==> src/rtl/dds_update_scheduler_pkg.sv <==
// Shared DDS definitions: register map, CSR channel codes, frame kinds and frame builders.
// All frames are left-aligned in FRAME_BITS and sent MSB first.
package dds_pkg;

   localparam int FRAME_BITS = 176;

   localparam logic [4:0] REG_CSR  = 5'h00;
   localparam logic [4:0] REG_CFR  = 5'h03;
   localparam logic [4:0] REG_FTW0 = 5'h04;
   localparam logic [4:0] REG_ACR  = 5'h06;

   localparam logic [1:0] CSR_CH0       = 2'b01;
   localparam logic [1:0] CSR_CH1       = 2'b10;
   localparam logic [5:0] CSR_MODE_4BIT = 6'b000110;
   localparam logic [5:0] ACR_HI_BITS   = 6'b000100;

   localparam logic [4:0] POINT_FRAME_BYTES = 5'd22;

   typedef enum logic [1:0] {
      KIND_BLANK  = 2'd0,
      KIND_POINT  = 2'd1,
      KIND_CONFIG = 2'd2,
      KIND_HOLD   = 2'd3
   } frame_kind_t;

   typedef struct packed {
      logic [31:0] f0;
      logic [31:0] f1;
      logic [9:0]  a0;
      logic [9:0]  a1;
   } point_t;

   // One channel: CSR select, FTW0 write, ACR write (11 bytes).
   function automatic logic [87:0] build_channel(input logic [1:0] ch, input logic [31:0] f,
                                                 input logic [9:0] a);
      return {3'b000, REG_CSR, ch, CSR_MODE_4BIT,
              3'b000, REG_FTW0, f,
              3'b000, REG_ACR, 8'h00, ACR_HI_BITS, a};
   endfunction

   function automatic logic [FRAME_BITS-1:0] build_point_frame(input logic [31:0] f0,
                                                              input logic [31:0] f1,
                                                              input logic [9:0]  a0,
                                                              input logic [9:0]  a1);
      return {build_channel(CSR_CH0, f0, a0), build_channel(CSR_CH1, f1, a1)};
   endfunction

   // Out-of-range byte counts fall back to a full 32-bit payload.
   function automatic logic [2:0] cfg_len(input logic [2:0] n);
      return (n == 3'd0 || n > 3'd4) ? 3'd4 : n;
   endfunction

   function automatic logic [4:0] cfg_frame_bytes(input logic [2:0] n);
      return 5'd3 + {2'b00, cfg_len(n)};
   endfunction

   function automatic logic [FRAME_BITS-1:0] build_cfg_frame(input logic [1:0]  ch,
                                                            input logic [4:0]  addr,
                                                            input logic [31:0] data,
                                                            input logic [2:0]  n);
      logic [FRAME_BITS-1:0] r;
      logic [2:0]            len;
      r   = '0;
      len = cfg_len(n);
      r[FRAME_BITS-1 -: 24] = {3'b000, REG_CSR, ch, CSR_MODE_4BIT, 3'b000, addr};
      for (int i = 0; i < 4; i++) begin
         if (i < int'(len)) begin
            r[FRAME_BITS-25-8*i -: 8] = data[31-8*i -: 8];
         end
      end
      return r;
   endfunction

endpackage

==> src/rtl/dds_update_scheduler_if.sv <==
// Point stream, register-write port and frame output of the DDS update scheduler.
// The scheduler is the slave; the vector unit / host / serializer side is the master.
interface dds_update_scheduler_if;
   import dds_pkg::*;

   logic                  dds_ready;
   logic                  slot;
   logic [FRAME_BITS-1:0] frame;
   logic [4:0]            frame_bytes;
   logic [1:0]            frame_kind;

   logic                  pt_valid;
   logic                  pt_ready;
   logic [31:0]           pt_f0;
   logic [31:0]           pt_f1;
   logic [9:0]            pt_a0;
   logic [9:0]            pt_a1;

   logic                  cfg_valid;
   logic                  cfg_ready;
   logic [1:0]            cfg_ch;
   logic [4:0]            cfg_addr;
   logic [31:0]           cfg_data;
   logic [2:0]            cfg_nbytes;

   logic                  blanked;
   logic [15:0]           underrun_cnt;

   modport master (
      output dds_ready, slot,
      output pt_valid, pt_f0, pt_f1, pt_a0, pt_a1,
      output cfg_valid, cfg_ch, cfg_addr, cfg_data, cfg_nbytes,
      input  frame, frame_bytes, frame_kind, pt_ready, cfg_ready, blanked, underrun_cnt
   );

   modport slave (
      input  dds_ready, slot,
      input  pt_valid, pt_f0, pt_f1, pt_a0, pt_a1,
      input  cfg_valid, cfg_ch, cfg_addr, cfg_data, cfg_nbytes,
      output frame, frame_bytes, frame_kind, pt_ready, cfg_ready, blanked, underrun_cnt
   );

endinterface

==> src/rtl/dds_update_scheduler_point_fifo.sv <==
// Synchronous point FIFO; pointers carry one extra wrap bit to tell full from empty.
// Head entry is read combinationally so the arbiter can use it in the slot cycle.
module dds_point_fifo
   import dds_pkg::*;
#(
   parameter int DEPTH = 16
) (
   input  logic   clk,
   input  logic   reset,
   input  logic   push_valid,
   input  point_t push_data,
   output logic   push_ready,
   input  logic   pop,
   output point_t pop_data,
   output logic   empty
);

   localparam int AW = $clog2(DEPTH);

   logic [AW:0] wr_ptr_reg, wr_ptr_next;
   logic [AW:0] rd_ptr_reg, rd_ptr_next;
   logic        push_ready_reg;
   logic        do_push;
   logic        do_pop;
   logic        full_next;
   point_t      mem [DEPTH];

   assign empty       = (wr_ptr_reg == rd_ptr_reg);
   assign do_push     = push_valid & push_ready_reg;
   assign do_pop      = pop & ~empty;
   assign wr_ptr_next = wr_ptr_reg + {{AW{1'b0}}, do_push};
   assign rd_ptr_next = rd_ptr_reg + {{AW{1'b0}}, do_pop};
   assign full_next   = (wr_ptr_next[AW] != rd_ptr_next[AW]) &&
                        (wr_ptr_next[AW-1:0] == rd_ptr_next[AW-1:0]);

   // Ready is registered, so a push offered while full is refused even if a pop frees a slot.
   always_ff @(posedge clk or posedge reset) begin
      if (reset) begin
         wr_ptr_reg     <= '0;
         rd_ptr_reg     <= '0;
         push_ready_reg <= 1'b1;
      end else begin
         wr_ptr_reg     <= wr_ptr_next;
         rd_ptr_reg     <= rd_ptr_next;
         push_ready_reg <= ~full_next;
      end
   end

   always_ff @(posedge clk) begin
      if (do_push) begin
         mem[wr_ptr_reg[AW-1:0]] <= push_data;
      end
   end

   assign pop_data   = mem[rd_ptr_reg[AW-1:0]];
   assign push_ready = push_ready_reg;

endmodule

==> src/rtl/dds_update_scheduler.sv <==
// Chooses the frame the DDS serializer sends on each slot: config writes, buffered points,
// or hold-then-blank when the point stream underruns.
module dds_update_scheduler
   import dds_pkg::*;
#(
   parameter int FIFO_DEPTH  = 16,
   parameter int MAX_CFG_RUN = 2,
   parameter int HOLD_LIMIT  = 64
) (
   input logic                   clk,
   input logic                   reset,
   dds_update_scheduler_if.slave bus
);

   localparam int CW = $clog2(MAX_CFG_RUN + 2);
   localparam int HW = $clog2(HOLD_LIMIT + 2);

   typedef enum logic {ST_WAIT, ST_RUN} state_t;

   state_t                state_reg, state_next;
   logic [FRAME_BITS-1:0] frame_reg, frame_next;
   logic [4:0]            frame_bytes_reg, frame_bytes_next;
   frame_kind_t           frame_kind_reg, frame_kind_next;
   logic [CW-1:0]         cfg_run_reg, cfg_run_next;
   logic [HW-1:0]         hold_cnt_reg, hold_cnt_next;
   logic [15:0]           underrun_reg, underrun_next;
   point_t                last_pt_reg, last_pt_next;

   logic                  cfg_grant;
   logic                  fifo_pop;
   logic                  fifo_empty;
   point_t                fifo_head;
   point_t                push_data;

   assign push_data = '{f0: bus.pt_f0, f1: bus.pt_f1, a0: bus.pt_a0, a1: bus.pt_a1};

   dds_point_fifo #(
      .DEPTH (FIFO_DEPTH)
   ) u_fifo (
      .clk        (clk),
      .reset      (reset),
      .push_valid (bus.pt_valid),
      .push_data  (push_data),
      .push_ready (bus.pt_ready),
      .pop        (fifo_pop),
      .pop_data   (fifo_head),
      .empty      (fifo_empty)
   );

   always_ff @(posedge clk or posedge reset) begin
      if (reset) begin
         state_reg       <= ST_WAIT;
         frame_reg       <= build_point_frame('0, '0, '0, '0);
         frame_bytes_reg <= POINT_FRAME_BYTES;
         frame_kind_reg  <= KIND_BLANK;
         cfg_run_reg     <= '0;
         hold_cnt_reg    <= '0;
         underrun_reg    <= '0;
         last_pt_reg     <= '0;
      end else begin
         state_reg       <= state_next;
         frame_reg       <= frame_next;
         frame_bytes_reg <= frame_bytes_next;
         frame_kind_reg  <= frame_kind_next;
         cfg_run_reg     <= cfg_run_next;
         hold_cnt_reg    <= hold_cnt_next;
         underrun_reg    <= underrun_next;
         last_pt_reg     <= last_pt_next;
      end
   end

   always_comb begin
      state_next       = state_reg;
      frame_next       = frame_reg;
      frame_bytes_next = frame_bytes_reg;
      frame_kind_next  = frame_kind_reg;
      cfg_run_next     = cfg_run_reg;
      hold_cnt_next    = hold_cnt_reg;
      underrun_next    = underrun_reg;
      last_pt_next     = last_pt_reg;
      cfg_grant        = 1'b0;
      fifo_pop         = 1'b0;

      case (state_reg)
         ST_WAIT: begin
            if (bus.dds_ready) begin
               state_next = ST_RUN;
            end
         end
         ST_RUN: begin
            if (!bus.dds_ready) begin
               state_next = ST_WAIT;
            end
            if (bus.slot) begin
               // Config bursts may starve points only up to MAX_CFG_RUN frames in a row.
               if (bus.cfg_valid && (fifo_empty || cfg_run_reg < CW'(MAX_CFG_RUN))) begin
                  cfg_grant        = 1'b1;
                  frame_next       = build_cfg_frame(bus.cfg_ch, bus.cfg_addr, bus.cfg_data,
                                                     bus.cfg_nbytes);
                  frame_bytes_next = cfg_frame_bytes(bus.cfg_nbytes);
                  frame_kind_next  = KIND_CONFIG;
                  if (cfg_run_reg < CW'(MAX_CFG_RUN)) begin
                     cfg_run_next = cfg_run_reg + CW'(1);
                  end
               end else if (!fifo_empty) begin
                  fifo_pop         = 1'b1;
                  last_pt_next     = fifo_head;
                  frame_next       = build_point_frame(fifo_head.f0, fifo_head.f1,
                                                       fifo_head.a0, fifo_head.a1);
                  frame_bytes_next = POINT_FRAME_BYTES;
                  frame_kind_next  = KIND_POINT;
                  cfg_run_next     = '0;
                  hold_cnt_next    = '0;
               end else begin
                  frame_bytes_next = POINT_FRAME_BYTES;
                  if (underrun_reg != 16'hFFFF) begin
                     underrun_next = underrun_reg + 16'd1;
                  end
                  if (hold_cnt_reg < HW'(HOLD_LIMIT)) begin
                     frame_next      = build_point_frame(last_pt_reg.f0, last_pt_reg.f1,
                                                         last_pt_reg.a0, last_pt_reg.a1);
                     frame_kind_next = KIND_HOLD;
                     hold_cnt_next   = hold_cnt_reg + HW'(1);
                  end else begin
                     frame_next      = build_point_frame(last_pt_reg.f0, last_pt_reg.f1,
                                                         10'd0, 10'd0);
                     frame_kind_next = KIND_BLANK;
                  end
               end
            end
         end
         default: state_next = ST_WAIT;
      endcase
   end

   assign bus.frame        = frame_reg;
   assign bus.frame_bytes  = frame_bytes_reg;
   assign bus.frame_kind   = frame_kind_reg;
   assign bus.blanked      = (frame_kind_reg == KIND_BLANK);
   assign bus.underrun_cnt = underrun_reg;
   assign bus.cfg_ready    = cfg_grant;

endmodule

==> src/flat_wrapper.sv <==
// flat-port wrapper written by rule: the top's interface ports become plain ports
module dds_update_scheduler_flat import dds_pkg::*;
#(
   parameter int FIFO_DEPTH  = 16,
   parameter int MAX_CFG_RUN = 2,
   parameter int HOLD_LIMIT  = 64
)
  (clk, reset, bus_dds_ready, bus_slot, bus_pt_valid, bus_pt_f0, bus_pt_f1, bus_pt_a0, bus_pt_a1, bus_cfg_valid, bus_cfg_ch, bus_cfg_addr, bus_cfg_data, bus_cfg_nbytes, bus_frame, bus_frame_bytes, bus_frame_kind, bus_pt_ready, bus_cfg_ready, bus_blanked, bus_underrun_cnt);
  dds_update_scheduler_if bus_i ();
  input logic clk;
  input logic reset;
  input wire logic [$bits(bus_i.dds_ready)-1:0] bus_dds_ready;
  input wire logic [$bits(bus_i.slot)-1:0] bus_slot;
  input wire logic [$bits(bus_i.pt_valid)-1:0] bus_pt_valid;
  input wire logic [$bits(bus_i.pt_f0)-1:0] bus_pt_f0;
  input wire logic [$bits(bus_i.pt_f1)-1:0] bus_pt_f1;
  input wire logic [$bits(bus_i.pt_a0)-1:0] bus_pt_a0;
  input wire logic [$bits(bus_i.pt_a1)-1:0] bus_pt_a1;
  input wire logic [$bits(bus_i.cfg_valid)-1:0] bus_cfg_valid;
  input wire logic [$bits(bus_i.cfg_ch)-1:0] bus_cfg_ch;
  input wire logic [$bits(bus_i.cfg_addr)-1:0] bus_cfg_addr;
  input wire logic [$bits(bus_i.cfg_data)-1:0] bus_cfg_data;
  input wire logic [$bits(bus_i.cfg_nbytes)-1:0] bus_cfg_nbytes;
  output wire logic [$bits(bus_i.frame)-1:0] bus_frame;
  output wire logic [$bits(bus_i.frame_bytes)-1:0] bus_frame_bytes;
  output wire logic [$bits(bus_i.frame_kind)-1:0] bus_frame_kind;
  output wire logic [$bits(bus_i.pt_ready)-1:0] bus_pt_ready;
  output wire logic [$bits(bus_i.cfg_ready)-1:0] bus_cfg_ready;
  output wire logic [$bits(bus_i.blanked)-1:0] bus_blanked;
  output wire logic [$bits(bus_i.underrun_cnt)-1:0] bus_underrun_cnt;
  assign bus_i.dds_ready = bus_dds_ready;
  assign bus_i.slot = bus_slot;
  assign bus_i.pt_valid = bus_pt_valid;
  assign bus_i.pt_f0 = bus_pt_f0;
  assign bus_i.pt_f1 = bus_pt_f1;
  assign bus_i.pt_a0 = bus_pt_a0;
  assign bus_i.pt_a1 = bus_pt_a1;
  assign bus_i.cfg_valid = bus_cfg_valid;
  assign bus_i.cfg_ch = bus_cfg_ch;
  assign bus_i.cfg_addr = bus_cfg_addr;
  assign bus_i.cfg_data = bus_cfg_data;
  assign bus_i.cfg_nbytes = bus_cfg_nbytes;
  assign bus_frame = bus_i.frame;
  assign bus_frame_bytes = bus_i.frame_bytes;
  assign bus_frame_kind = bus_i.frame_kind;
  assign bus_pt_ready = bus_i.pt_ready;
  assign bus_cfg_ready = bus_i.cfg_ready;
  assign bus_blanked = bus_i.blanked;
  assign bus_underrun_cnt = bus_i.underrun_cnt;
  dds_update_scheduler #(.FIFO_DEPTH(FIFO_DEPTH), .MAX_CFG_RUN(MAX_CFG_RUN), .HOLD_LIMIT(HOLD_LIMIT)) u_core (.clk(clk), .reset(reset), .bus(bus_i));
endmodule
==> config.mk <==
export PLATFORM = sky130hd
export DESIGN_NAME = dds_update_scheduler_flat
export DESIGN_NICKNAME = d
export VERILOG_FILES = /design/src/rtl/dds_update_scheduler_pkg.sv /design/src/rtl/dds_update_scheduler_if.sv /design/src/rtl/dds_update_scheduler_point_fifo.sv /design/src/rtl/dds_update_scheduler.sv /design/src/flat_wrapper.sv
export SDC_FILE = /design/constraint.sdc
export NUM_CORES = 1
export LEC_CHECK = 0
export CAP_MARGIN = 5
export CORE_MARGIN = 3
export CORE_UTILIZATION = 35
export CTS_BUF_LIST = sky130_fd_sc_hd__clkbuf_4 sky130_fd_sc_hd__clkbuf_8
export DETAILED_ROUTE_END_ITERATION = 8
export GPL_TIMING_DRIVEN = 0
export PLACE_DENSITY_LB_ADDON = 0.1
export SLEW_MARGIN = 25
export SYNTH_ARGS = -nofsm -noshare
export SYNTH_HDL_FRONTEND = slang
export SYNTH_HIERARCHICAL = 1
export SYNTH_SLANG_ARGS = --single-unit
==> constraint.sdc <==
create_clock -name clk -period 9.7 [get_ports clk]
set_clock_uncertainty 0.15 [all_clocks]
set_input_delay 1.94 -clock clk [delete_from_list [all_inputs] [get_ports clk]]
set_output_delay 1.94 -clock clk [all_outputs]
set_load 0.005 [all_outputs]
## Yosys cells after proc, flatten, opt, wreduce, memory -nomap -nowiden

Memories as Yosys holds them, arrays and structs flattened.
Index checks and enable logic that the tools add are counted.

| word-level totals | value |
|---|---|
| bits in registers | 304 |
| memory bits (writable) | 1344 |
| bits of input ports | 132 |
| output and inout port bits | 202 |
| word-level logic and storage cells | 78 |
| memories | 1 |

Memory list:

| memory | depth | bits a word | read ports | clocked after Yosys merged registers in | wr ports | RTL line | text |
|---|---|---|---|---|---|---|---|
| u_core.u_fifo.mem | 16 | 84 | 1 | 0 | 1 | dds_update_scheduler_point_fifo.sv:26 | `point_t mem [DEPTH];` |

| operators by class | value |
|---|---|
| add/subtract/negate cells | 6 |
| order comparisons | 7 |
| equal/unequal tests | 7 |
| multiplexer cells | 27 |
| bitwise gates (word level) | 5 |
| reduce and logical (&&, ||, !) cells | 11 |

Operators by type and width:

| kind | number |
|---|---|
| 176-bit two-way mux | 1 |
| 152-bit two-way mux | 1 |
| 98-bit two-way mux | 1 |
| 8-bit two-way mux | 4 |
| 16-bit by 1-bit adder with 16-bit output (second input constant) | 1 |
| 16-bit != test (second input constant) | 1 |
| 7-bit two-way mux | 2 |
| 2-bit two-way mux | 6 |
| 4-bit AND reduction | 3 |
| 5-bit by 1-bit adder with 5-bit output | 2 |
| 1-bit two-way mux | 10 |
| 7-bit by 1-bit adder with 7-bit output (second input constant) | 1 |
| 7-bit less-than comparator (second input constant) | 1 |
| 1-bit by 3-bit less-than comparator with 1-bit output (first input constant) | 2 |
| 2-bit by 3-bit less-than comparator with 1-bit output (first input constant) | 2 |
| 2-bit != test (second input constant) | 3 |
| 5-bit == test | 1 |
| 5-bit two-way mux | 1 |
| 5-bit AND reduction | 1 |
| 2-bit by 3-bit adder with 4-bit output (first input constant) | 1 |
| 4-bit == test | 1 |
| 3-bit > comparator (second input constant) | 1 |
| 3-bit zero test | 1 |
| 3-bit two-way mux | 1 |
| other kinds (9) | 14 |

## Depth between registers and ports, before layout

Gate-level depths: netlist of run 1.

| logic depth | value |
|---|---|
| depth after elaboration | 11 |
| depth in mapped cells | 17 |
| mapped depth without buffers | 11 |

## Hierarchy

The synthesis of run 1 kept the hierarchy.

By module, submodules not included:

| module | times used | cells an instance | area an instance (µm²) | seq. area each (µm²) |
|---|---|---|---|---|
| dds_point_fifo | 1 | 2124 | 50797.5 | 40635.2 |
| dds_update_scheduler | 1 | 809 | 9372.7 | 5211.2 |

## Worst setup path after synthesis of run 1

Ideal clock, no wire load.

| timing path | value |
|---|---|
| path kind | in2reg |
| start point | input bus_pt_valid |
| end point | memory u_core/u_fifo/mem[0][0] (netlist bit), enable pin |
| setup time | 629 ps |
| data arrival time | 8063 ps |
| required time | 8921 ps |
| setup slack | 858 ps |
| stages | 3 |
| buffers on the path | 0 |
| cells stage by stage | nand2_1 > or3_1 > nor3_1 |

| on the way | value |
|---|---|
| longest elaborated chain between the ends | 3 |

RTL lines:

| element | RTL line | text |
|---|---|---|
| start: declaration | flat_wrapper.sv:14 | `input wire logic [$bits(bus_i.pt_valid)-1:0] bus_pt_valid;` |
| 1-bit AND | dds_update_scheduler_point_fifo.sv:29 | `assign do_push = push_valid & push_ready_reg;` |
| 1-bit two-way mux | dds_update_scheduler_point_fifo.sv:50 | `if (do_push) begin` |
| 1-bit two-way mux (not written as such) | dds_update_scheduler_point_fifo.sv:51 | `mem[wr_ptr_reg[AW-1:0]] <= push_data;` |
| end: declaration | dds_update_scheduler_point_fifo.sv:26 |  |

Every way passes these cells.

## Final worst setup path of run 1

| timing path | value |
|---|---|
| start point | input bus_slot |
| end point | output bus_cfg_ready |

| on the way | value |
|---|---|
| longest elaborated chain between the ends | 2 |

RTL lines:

| element | RTL line | text |
|---|---|---|
| start: declaration | flat_wrapper.sv:13 | `input wire logic [$bits(bus_i.slot)-1:0] bus_slot;` |
| 1-bit two-way mux | dds_update_scheduler.sv:94 | `if (bus.slot) begin` |
| 1-bit two-way mux | dds_update_scheduler.sv:84 | `case (state_reg)` |
| end: declaration | flat_wrapper.sv:28 | `output wire logic [$bits(bus_i.cfg_ready)-1:0] bus_cfg_ready;` |

Every way passes these cells.

==> impl_metrics.tcl, run 1 <==
set metrics [dict create \
    cts_buffer_depth 4 \
    outcome "complete, no violations" \
    grt_pass1_wl_mm 254.3 \
    seqCellArea_sq_um 45850 \
    layout-drive-gt1-share_pct 31.00 \
    fin_cells 6136 \
    setup_violations 0 \
    grt_use_total_pct 20.54 \
    yosysWarnings 6 \
    final_nets 3840 \
    synthMuxAreaShare_pct 14.14 \
    tightestPinTransition_ns 1.092 \
    hold_path.class "reg -> reg" \
    slew_viol_final 0 \
    ff2ff_setup_slack_ns 4.52 \
    power.total_mw 21.37 \
    place_ws_ns 3.102 \
    synth_edf_count 1344 \
    setup_slack_ns 3.136 \
    power-per-cell-area_nw_per_um2 288.5 \
    r2r-start "u_core/u_fifo/rd_ptr_reg[0]" \
    vdd_ir_drop_max_v 0.0001827 \
    largest_register_ffs 1344 \
    p_int_mw 14.60 \
    required_ns 7.61 \
    dpl.cell_count 5629 \
    synth_area_sq_um 60170 \
    clk_latency_ns 0.99 \
    period_minus_slack_ns 6.564 \
    yosysUniqueCellTypes 54 \
    die_h_um 420.6 \
    start_util_pct 35.39 \
    synth_seq_area_share_pct 76.19 \
    rsz0062_at_grt "no" \
    wirelength_mm 180.8 \
    p_clk_share_pct 28.6 \
    synth_xor_area_share_pct 0.4949 \
    slew_headroom_pct 27.17 \
    hold_start "u_core/bus.frame[137]" \
    p_switching_mw 6.764 \
    die_area_sq_um 176900 \
    viasPerCell 5.266 \
    hold_viol_final 0 \
    cts.sinks 1563 \
    post_cts_resized 0 \
    top_level_ports 334 \
    cts_made_buffers 286 \
    synth-seq-cells 1563 \
    place.gp.congestion 0.7478 \
    critPathKind "in -> out" \
    multi_input_area_sq_um 13010 \
    cts.htree.levels 5 \
    cp.arrival_ns 4.47 \
    first_pass_iters 6 \
    syn_inst 2933 \
    cpPeakStageDelay_ns 0.48 \
    grt_pass1_vias 34172 \
    path_clk_slew_ns 0.05 \
    crit_path_start_kind "input port" \
    whs_path_depth 2 \
    min_period_over_period_pct 67.67 \
    pwr-share-comb_pct 30.9 \
    area_growth_pct 23.07 \
    die_x_um 420.6 \
    synthFlopType "edfxtp_1" \
    ant_nets 0 \
    core_area_sq_um 170000 \
    synthAdderAreaFrac_pct 0.1664 \
    synth.avg_cell_area_sq_um 20.51 \
    swShare_pct 31.66 \
    path_cells "clkdlybuf4s50_1 -> nand2_1 -> clkbuf_2 -> buf_2 -> buf_2 -> nor2_1 -> clkdlybuf4s50_1" \
    p_leak_nw 25.64 \
    fin_setup_tns_ns 0 \
    antenna_found_initial 28 \
    num_vias 32312 \
    cp_max_fo 10 \
    fillers 14730 \
    cts_root_buffer "clkbuf_8" \
    num_rows 151 \
    cts_tree "done" \
    min_to "u_core/bus.frame[137]" \
    cp_slowest_cell "clkdlybuf4s50_1" \
    hpwlAfterDp_mm 121.9 \
    post-cts-setup-buffers 0 \
    fmax_mhz 152.3 \
    r2r_cells 17 \
    synth_compound_area_share_pct 4.121 \
    hold_buffers 0 \
    detail_route.iter0.violations 2745 \
    drc 0 \
    grt_max_degree 93 \
    sequentialPowerShare_pct 40.6 \
    regToRegEndpoint "u_core/u_fifo/push_ready" \
    maxCapViolCount 0 \
    portBuffers 258 \
    hold_slack_ns 0.3232 \
    endpoint_kind "primary output" \
    async_flop_share_pct 14.01 \
    synth_top_family_by_area "multiplexers" \
    yosys.area_share.simple_pct 2.030 \
    routedWlPerCell_um 29.46 \
    grt_overflow 0 \
]
==> cell usage after synthesis (3+ instances only) <==
cell type	instances	area, sq um
a211oi_2	3	37.54
a21oi_1	18	90.09
a221oi_1	18	157.7
a222oi_1	57	570.6
a22oi_1	180	1351
a31oi_1	8	50.05
and2_1	3	18.77
and3_1	5	31.28
buf_1	20	75.07
buf_2	36	180.2
buf_4	105	788.3
buf_6	14	157.7
clkbuf_1	75	281.5
dfrtp_1	213	5330
dfstp_2	6	157.7
edfxtp_1	1344	40360
ha_1	8	100.1
inv_1	61	229.0
mux2_2	82	923.4
mux4_2	336	7567
nand2_1	149	559.3
nand2b_1	6	37.54
nand3_1	11	55.05
nand4_1	3	18.77
nor2_1	57	214.0
nor2b_1	6	37.54
nor3_1	12	60.06
nor4_1	3	18.77
o21ai_0	32	160.2
xnor2_1	11	96.34
xor2_1	23	201.4
==> layout make-up <==
type	instances	share of cell area, %
Buffer	250	2.038
Multi-Input combinational cell	1132	17.57
Sequential cell	1563	61.91
Clock inverter	97	0.8093
Inverter	61	0.3193
Clock buffer	398	6.628
Antenna cell	11	0.03717
Tap cell	2218	3.748
Timing Repair Buffer	406	6.939
==> cell usage in the layout (no fill, tap or decap), types with 21 or more instances in the layout <==
| master | instances |
|---|---|
| inv_1 | 60 |
| clkinv_2 | 22 |
| clkdlybuf4s50_1 | 258 |
| nand2_1 | 149 |
| clkinv_1 | 62 |
| buf_2 | 36 |
| clkbuf_2 | 21 |
| a22oi_1 | 180 |
| edfxtp_1 | 1344 |
| clkbuf_1 | 56 |
| mux2_2 | 82 |
| buf_4 | 159 |
| buf_6 | 29 |
| buf_16 | 54 |
| clkbuf_4 | 91 |
| clkbuf_8 | 307 |
| conb_1 | 75 |
| buf_12 | 24 |
| mux4_2 | 336 |
| o21ai_0 | 32 |
| dfrtp_1 | 213 |
| xor2_1 | 23 |
| nor2_1 | 45 |
| a222oi_1 | 57 |
==> through the flow <==
stage	area [sq um]	util, %
2_1_floorplan	60440	-
3_3_place_gp	65800	38.70
3_5_place_dp	68500	40.29
4_1_cts	74010	43.52
5_1_grt	74050	43.55
6_report	74050	43.55
==> how the worst max path moves through the flow <==
stage | cells after the start | slack (ns) | end | startpoint
floorplan | 3 | 0.86 | u_core/u_fifo/mem[0][0] | bus_pt_valid
detailed placement | 7 | 3.10 | bus_cfg_ready | bus_slot
global route | 11 | 3.06 | bus_cfg_ready | u_core/u_fifo/rd_ptr_reg[0]
global placement | 5 | -9.14 | u_core/u_fifo/mem[12][57] | bus_pt_valid
CTS | 7 | 3.10 | bus_cfg_ready | bus_slot
finish | 7 | 3.14 | bus_cfg_ready | bus_slot
==> worst max-delay path, delay by kind of cell <==
family | cells | cell delay (ns)
buffers and inverters | 5 | 2.21
and+or+nand+nor | 2 | 0.29
==> routing by layer <==
layer / up-vias / part of all wire [%] / wire (um) / track usage, %
li1: 13471 / - / - / -
met1: 17382 / 40 / 71980 / 25.80
met2: 1148 / 52 / 93410 / 35.48
met3: 299 / 5.7 / 10350 / 4.272
met4: 12 / 2.7 / 4926 / 6.685
met5: - / 0.054 / 97 / 0
==> power by group through the flow <==
stage                     combinational, mW  clock (mW)  sequential [mW]
final                                  6.60        6.10             8.67
after global routing                   7.04        6.61             8.75
after CTS                              6.73        6.30             8.68
after detailed placement               6.71           0             8.81
after global placement                 6.27           0             9.02
after floorplan                        3.73           0             8.78
==> kinds of logic after synthesis <==
group | count (synthesis)
multiplexers | 419
buffers and inverters | 311
flip-flops | 1563
XOR/XNOR | 34
other | 2
AO/OA/AOI/OAI | 323
AND/OR/NAND/NOR | 273
adder cells (fa/ha/maj) | 8
No activity file was read; power rests on OpenSTA's default activity.
==> run 2: changes to the inputs <==
- clock period: 9.7 -> 5.4 ns (I/O delays scaled with it)
==> run 2 against run 1 <==
Effect of this change:
- sequential power rose by 79%
- via count fell by 0.58%
- die area did not move
- clock-buffer cell count increased by 12
- clock power grew 77%
- setup slack worse by 2.8 ns
- utilization is 0.085 points higher
- critical endpoint unchanged
==> impl_metrics.tcl, run 2 (synthesis results as in run 1) <==
set metrics [dict create \
    rsz0062_at_grt "no" \
    postLayoutCellArea_sq_um 74200 \
    hpwlAfterDp_mm 122.0 \
    multi_input_area_sq_um 13040 \
    cts.sinks 1563 \
    cts_tree "done" \
    routedWlPerCell_um 29.29 \
    startpoint "u_core/u_fifo/rd_ptr_reg[0]" \
    portBuffers 258 \
    placed_area_sq_um 68720 \
    fmax_mhz 198.0 \
    cp_max_fo 10 \
    start_util_pct 35.39 \
    seqCellArea_sq_um 45850 \
    worstSetupEndpoint "bus_cfg_ready" \
    grt_max_degree 31 \
    fin_cells 6113 \
    required_ns 4.17 \
    ant_nets 0 \
    cp.arrival_ns 3.82 \
    place.gp.congestion 0.7412 \
    clk_latency_ns 1.00 \
    place_ws_ns 0.4571 \
    cts.htree.levels 5 \
    setup_violations 0 \
    tightestPinTransition_ns 1.106 \
    die_x_um 420.6 \
    top_level_ports 334 \
    r2r_cells 18 \
    slew_viol_final 0 \
    endpoint_kind "primary output" \
    dpl.cell_count 5614 \
    regToRegEndpoint "u_core/u_fifo/push_ready" \
    hold_viol_final 0 \
    die_area_sq_um 176900 \
    largest_register_ffs 1344 \
    num_vias 32125 \
    grt_use_total_pct 20.34 \
    final_common_cell "edfxtp_1" \
    wirelength_mm 179.1 \
    post-cts-setup-buffers 0 \
    r2r-start "u_core/u_fifo/rd_ptr_reg[0]" \
    ff2ff_setup_slack_ns 0.94 \
    period_minus_slack_ns 5.049 \
    maxCapViolCount 0 \
    die_h_um 420.6 \
    mostFrequentLayoutCells "edfxtp_1 (1344), mux4_2 (336), clkbuf_8 (310), clkdlybuf4s50_1 (258), dfrtp_1 (213)" \
    setup_slack_ns 0.3505 \
    power.total_mw 38.26 \
    path_clk_slew_ns 0.06 \
    cts_buffer_depth 4 \
    cts_root_buffer "clkbuf_8" \
    area_growth_pct 23.31 \
    grt_overflow 0 \
    layout-drive-gt1-share_pct 30.71 \
    final_nets 3826 \
    p_leak_nw 25.60 \
    critPathKind "reg -> out" \
    hold_path.class "reg -> reg" \
    min_period_over_period_pct 93.51 \
    vdd_ir_drop_max_v 0.0003932 \
    drc 0 \
    outcome "complete, no violations" \
    fin_setup_tns_ns 0 \
    cts_made_buffers 287 \
    antenna_found_initial 24 \
    fillers 14733 \
    viasPerCell 5.255 \
    power-per-cell-area_nw_per_um2 515.6 \
    core_area_sq_um 170000 \
    slew_headroom_pct 26.28 \
    grt_pass1_wl_mm 252.5 \
    num_rows 151 \
    detail_route.iter0.violations 2935 \
    grt_pass1_vias 34175 \
    first_pass_iters 6 \
    crit_path_start_kind "register" \
]
run 2: changes by cell type in the layout (fill, tap and decap cells not counted), moves of 7 or more:
cell / delta
clkbuf_2: -7
clkinv_1: -9
buf_8: +22
clkbuf_4: +9
buf_12: +8
buf_6: +9
buf_4: -54
run 2: critical path, stage by stage, from the launching register on:
cell             delay, ns
dfrtp_1               0.35
buf_2                 0.16
buf_4                 0.27
buf_6                 0.27
xnor2_1               0.15
nand3_1               0.10
nor3_2                0.18
buf_4                 0.24
nand2b_1              0.18
nand2_2               0.17
nor2_1                0.19
clkdlybuf4s50_1       0.54
run 2: how the worst min path moves through the flow:
stage / startpoint / endpoint / depth (start not counted)
floorplan: u_core/last_pt_reg[53] / u_core/bus.frame[121] / 2
global placement: u_core/bus.frame[138] / u_core/bus.frame[138] / 2
detailed placement: u_core/bus.frame_bytes[3] / u_core/bus.frame_bytes[3] / 2
CTS: bus_dds_ready / u_core/state_reg / 1
global route: bus_dds_ready / u_core/state_reg / 1
finish: u_core/bus.frame_bytes[3] / u_core/bus.frame_bytes[3] / 2
run 2: area by class of cell:
class	count	area share, %
flip-flops and latches	1563	61.79
well taps	2218	3.740
repair buffers	391	7.199
inverters	61	0.3137
clock inverters	78	0.5514
clock buffers	410	6.762
diodes	10	0.03373
multi-input cells	1132	17.58
plain buffers	250	2.030
run 2: metrics by stage:
stage                     utilization, %  hold slack (ns)
after floorplan                        -           0.2960
after global placement             38.73           0.3148
after detailed placement           40.41           0.3160
after CTS                          43.61           0.3089
after global routing               43.63           0.3507
final                              43.64           0.3161
run 2: where the power goes:
part           leakage [nW]  internal, mW  switching [mW]  total, mW
logic                  7.85          5.16            6.77       11.9
registers              14.9          14.9           0.608       15.5
clock network          2.89          6.07            4.71       10.8
run 2: routing by layer:
metal | vias up | share of wire (%) | routed length [um] | track usage [%]
met3 | 258 | 6.0 | 10810 | 4.071
met1 | 17272 | 40 | 71620 | 25.96
met4 | 10 | 2.6 | 4694 | 6.578
li1 | 13461 | - | - | -
met5 | - | 0.034 | 60 | 0
met2 | 1124 | 51 | 91870 | 34.80
run 2: timing repair:
item | in CTS | in global routing
resized for setup | 2 | 2
endpoints found under the setup margin | 1 | 1
hold buffers | 0 | 0
==> run 3: changes to the inputs <==
- GPL_TIMING_DRIVEN: 0 -> not set
==> run 3 against run 2 <==
Effect of this change:
- power is 4.8% lower
- sequential cell count stayed put
- setup slack better by 0.41 ns
- critical path depth is 3 lower
- final cell count is 5.3% lower
- register-to-register slack better by 0.73 ns
- maximum frequency is 8.8% higher
- global-route usage is 2.2 points lower
- die area stayed put
- clock-buffer cell count is 13 lower
- combinational power is 13% lower
- sequential share of layout area is 3.0 points higher
- critical endpoint unchanged
==> impl_metrics.tcl, run 3 (synthesis results as in run 1) <==
set metrics [dict create \
    portBuffers 258 \
    slew_viol_final 0 \
    crit_path_start_kind "register" \
    core_area_sq_um 170000 \
    whs_path_depth 2 \
    hold_viol_final 0 \
    path_clk_slew_ns 0.06 \
    path_delay_family "simple AND/OR/NAND/NOR gates" \
    min_period_over_period_pct 85.93 \
    num_vias 30323 \
    hpwlAfterDp_mm 85.08 \
    largest_register_ffs 1344 \
    detail_route.iter0.violations 2206 \
    endpoint_kind "primary output" \
    antenna_found_initial 27 \
    first_pass_iters 6 \
    setup_violations 0 \
    final_nets 3519 \
    cts_made_buffers 287 \
    grt_pass1_wl_mm 231.3 \
    post_cts_resized 0 \
    cpPeakStageDelay_ns 0.69 \
    cts.sinks 1563 \
    critPathKind "reg -> out" \
    cts_tree "done" \
    start_util_pct 35.39 \
    fmax_mhz 215.5 \
    path_cells "xnor2_1 -> nand3_1 -> nor3_2 -> buf_4 -> nand2b_1 -> nand2_1 -> nor2_1 -> clkdlybuf4s50_1" \
    r2r-start "u_core/u_fifo/rd_ptr_reg[1]" \
    fin_util_pct 41.64 \
    grt_use_total_pct 18.12 \
    regToRegEndpoint "u_core/bus.frame[47]" \
    outcome "complete, no violations" \
    crit_buf_inv 2 \
    tightestPinTransition_ns 1.071 \
    die_h_um 420.6 \
    post-cts-setup-buffers 0 \
    power-per-cell-area_nw_per_um2 514.3 \
    place.gp.congestion 0.7552 \
    cts_root_buffer "clkbuf_8" \
    area_growth_pct 17.68 \
    fin_setup_tns_ns 0 \
    wirelength_mm 158.6 \
    rsz0062_at_grt "no" \
    required_ns 4.17 \
    grt_max_degree 131 \
    dpl.cell_count 5305 \
    final_common_cell "edfxtp_1" \
    hold_start "u_core/last_pt_reg[27]" \
    cp_max_fo 11 \
    layout-drive-gt1-share_pct 27.13 \
    hold_slack_ns 0.3061 \
    maxCapViolCount 0 \
    r2r_cells 7 \
    cp_slowest_cell "dfrtp_1" \
    hold_path.class "reg -> reg" \
    vdd_ir_drop_max_v 0.0004762 \
    clk_latency_ns 0.98 \
    viasPerCell 5.236 \
    routedWlPerCell_um 27.39 \
    min_to "u_core/bus.frame[39]" \
    setup_slack_ns 0.7596 \
    cts.htree.levels 5 \
    cp.arrival_ns 3.41 \
    cts_buffer_depth 4 \
    top_level_ports 334 \
    hold_buffers 0 \
    p_leak_nw 23.87 \
    grt_pass1_vias 32943 \
    grt_overflow 0 \
    place_ws_ns 1.398 \
    die_area_sq_um 176900 \
    num_rows 151 \
    drc 0 \
    ff2ff_setup_slack_ns 1.67 \
    mostFrequentLayoutCells "edfxtp_1 (1344), mux4_2 (336), clkbuf_8 (300), clkdlybuf4s50_1 (258), dfrtp_1 (211)" \
    slew_headroom_pct 28.44 \
    period_minus_slack_ns 4.640 \
    ant_nets 0 \
    die_x_um 420.6 \
    fin_cells 5791 \
]
[run 3: cell types whose count changed in the layout (fill, tap and decap cells not counted), moves of 23 or more]
cell / delta
clkbuf_1: -61
buf_16: -52
buf_8: -23
buf_4: -63
buf_6: -38
buf_2: -35
[run 3: final cells by class]
type | instances | area, sq um
repair buffers | 334 | 3601
diodes | 9 | 22.52
flip-flops and latches | 1563 | 45850
fillers | 15006 | 99230
multi-input cells | 1132 | 13080
inverters | 61 | 232.7
clock inverters | 77 | 389.1
well taps | 2218 | 2775
clock buffers | 397 | 4857
[run 3: where the power goes]
| part | switching (mW) | internal (mW) | total [mW] |
|---|---|---|---|
| Combinational | 5.72 | 4.55 | 10.3 |
| Sequential | 0.711 | 15.0 | 15.7 |
| Clock | 4.63 | 5.85 | 10.5 |
[run 3: worst register-to-register path, cell delays in order (launching register included)]
cell and delay (ns):
dfrtp_4 0.59, buf_4 0.67, buf_4 0.82, mux4_2 0.49
a22oi_1 0.35, nand2_1 0.14, a222oi_1 0.32, inv_1 0.07
[run 3: worst max-delay path by stage]
stage | end | cells past startpoint | slack (ns) | from
after CTS | bus_cfg_ready | 8 | 0.60 | u_core/u_fifo/wr_ptr_reg[1]
after detailed placement | bus_cfg_ready | 4 | 1.40 | bus_cfg_valid
after global placement | bus_cfg_ready | 4 | 1.40 | bus_cfg_valid
after floorplan | u_core/u_fifo/mem[1][0] | 3 | -0.34 | bus_pt_valid
after global routing | bus_cfg_ready | 8 | 0.46 | u_core/u_fifo/wr_ptr_reg[1]
final | bus_cfg_ready | 8 | 0.76 | u_core/u_fifo/wr_ptr_reg[0]
[run 3: metrics by stage]
stage | power [mW] | area (sq um)
after floorplan | 22.42 | 60500
final | 36.42 | 70810
after global routing | 38.44 | 70810
after detailed placement | 26.48 | 65460
after CTS | 37.17 | 70710
after global placement | 26.28 | 65450
[run 3: layer usage]
metal / share of wire [%] / vias to the layer above / track usage [%]
met5: 0.083 / - / 0
met4: 2.4 / 18 / 5.418
met3: 4.6 / 309 / 3.381
met2: 52 / 809 / 31.83
met1: 41 / 16376 / 22.74
li1: - / 12811 / -
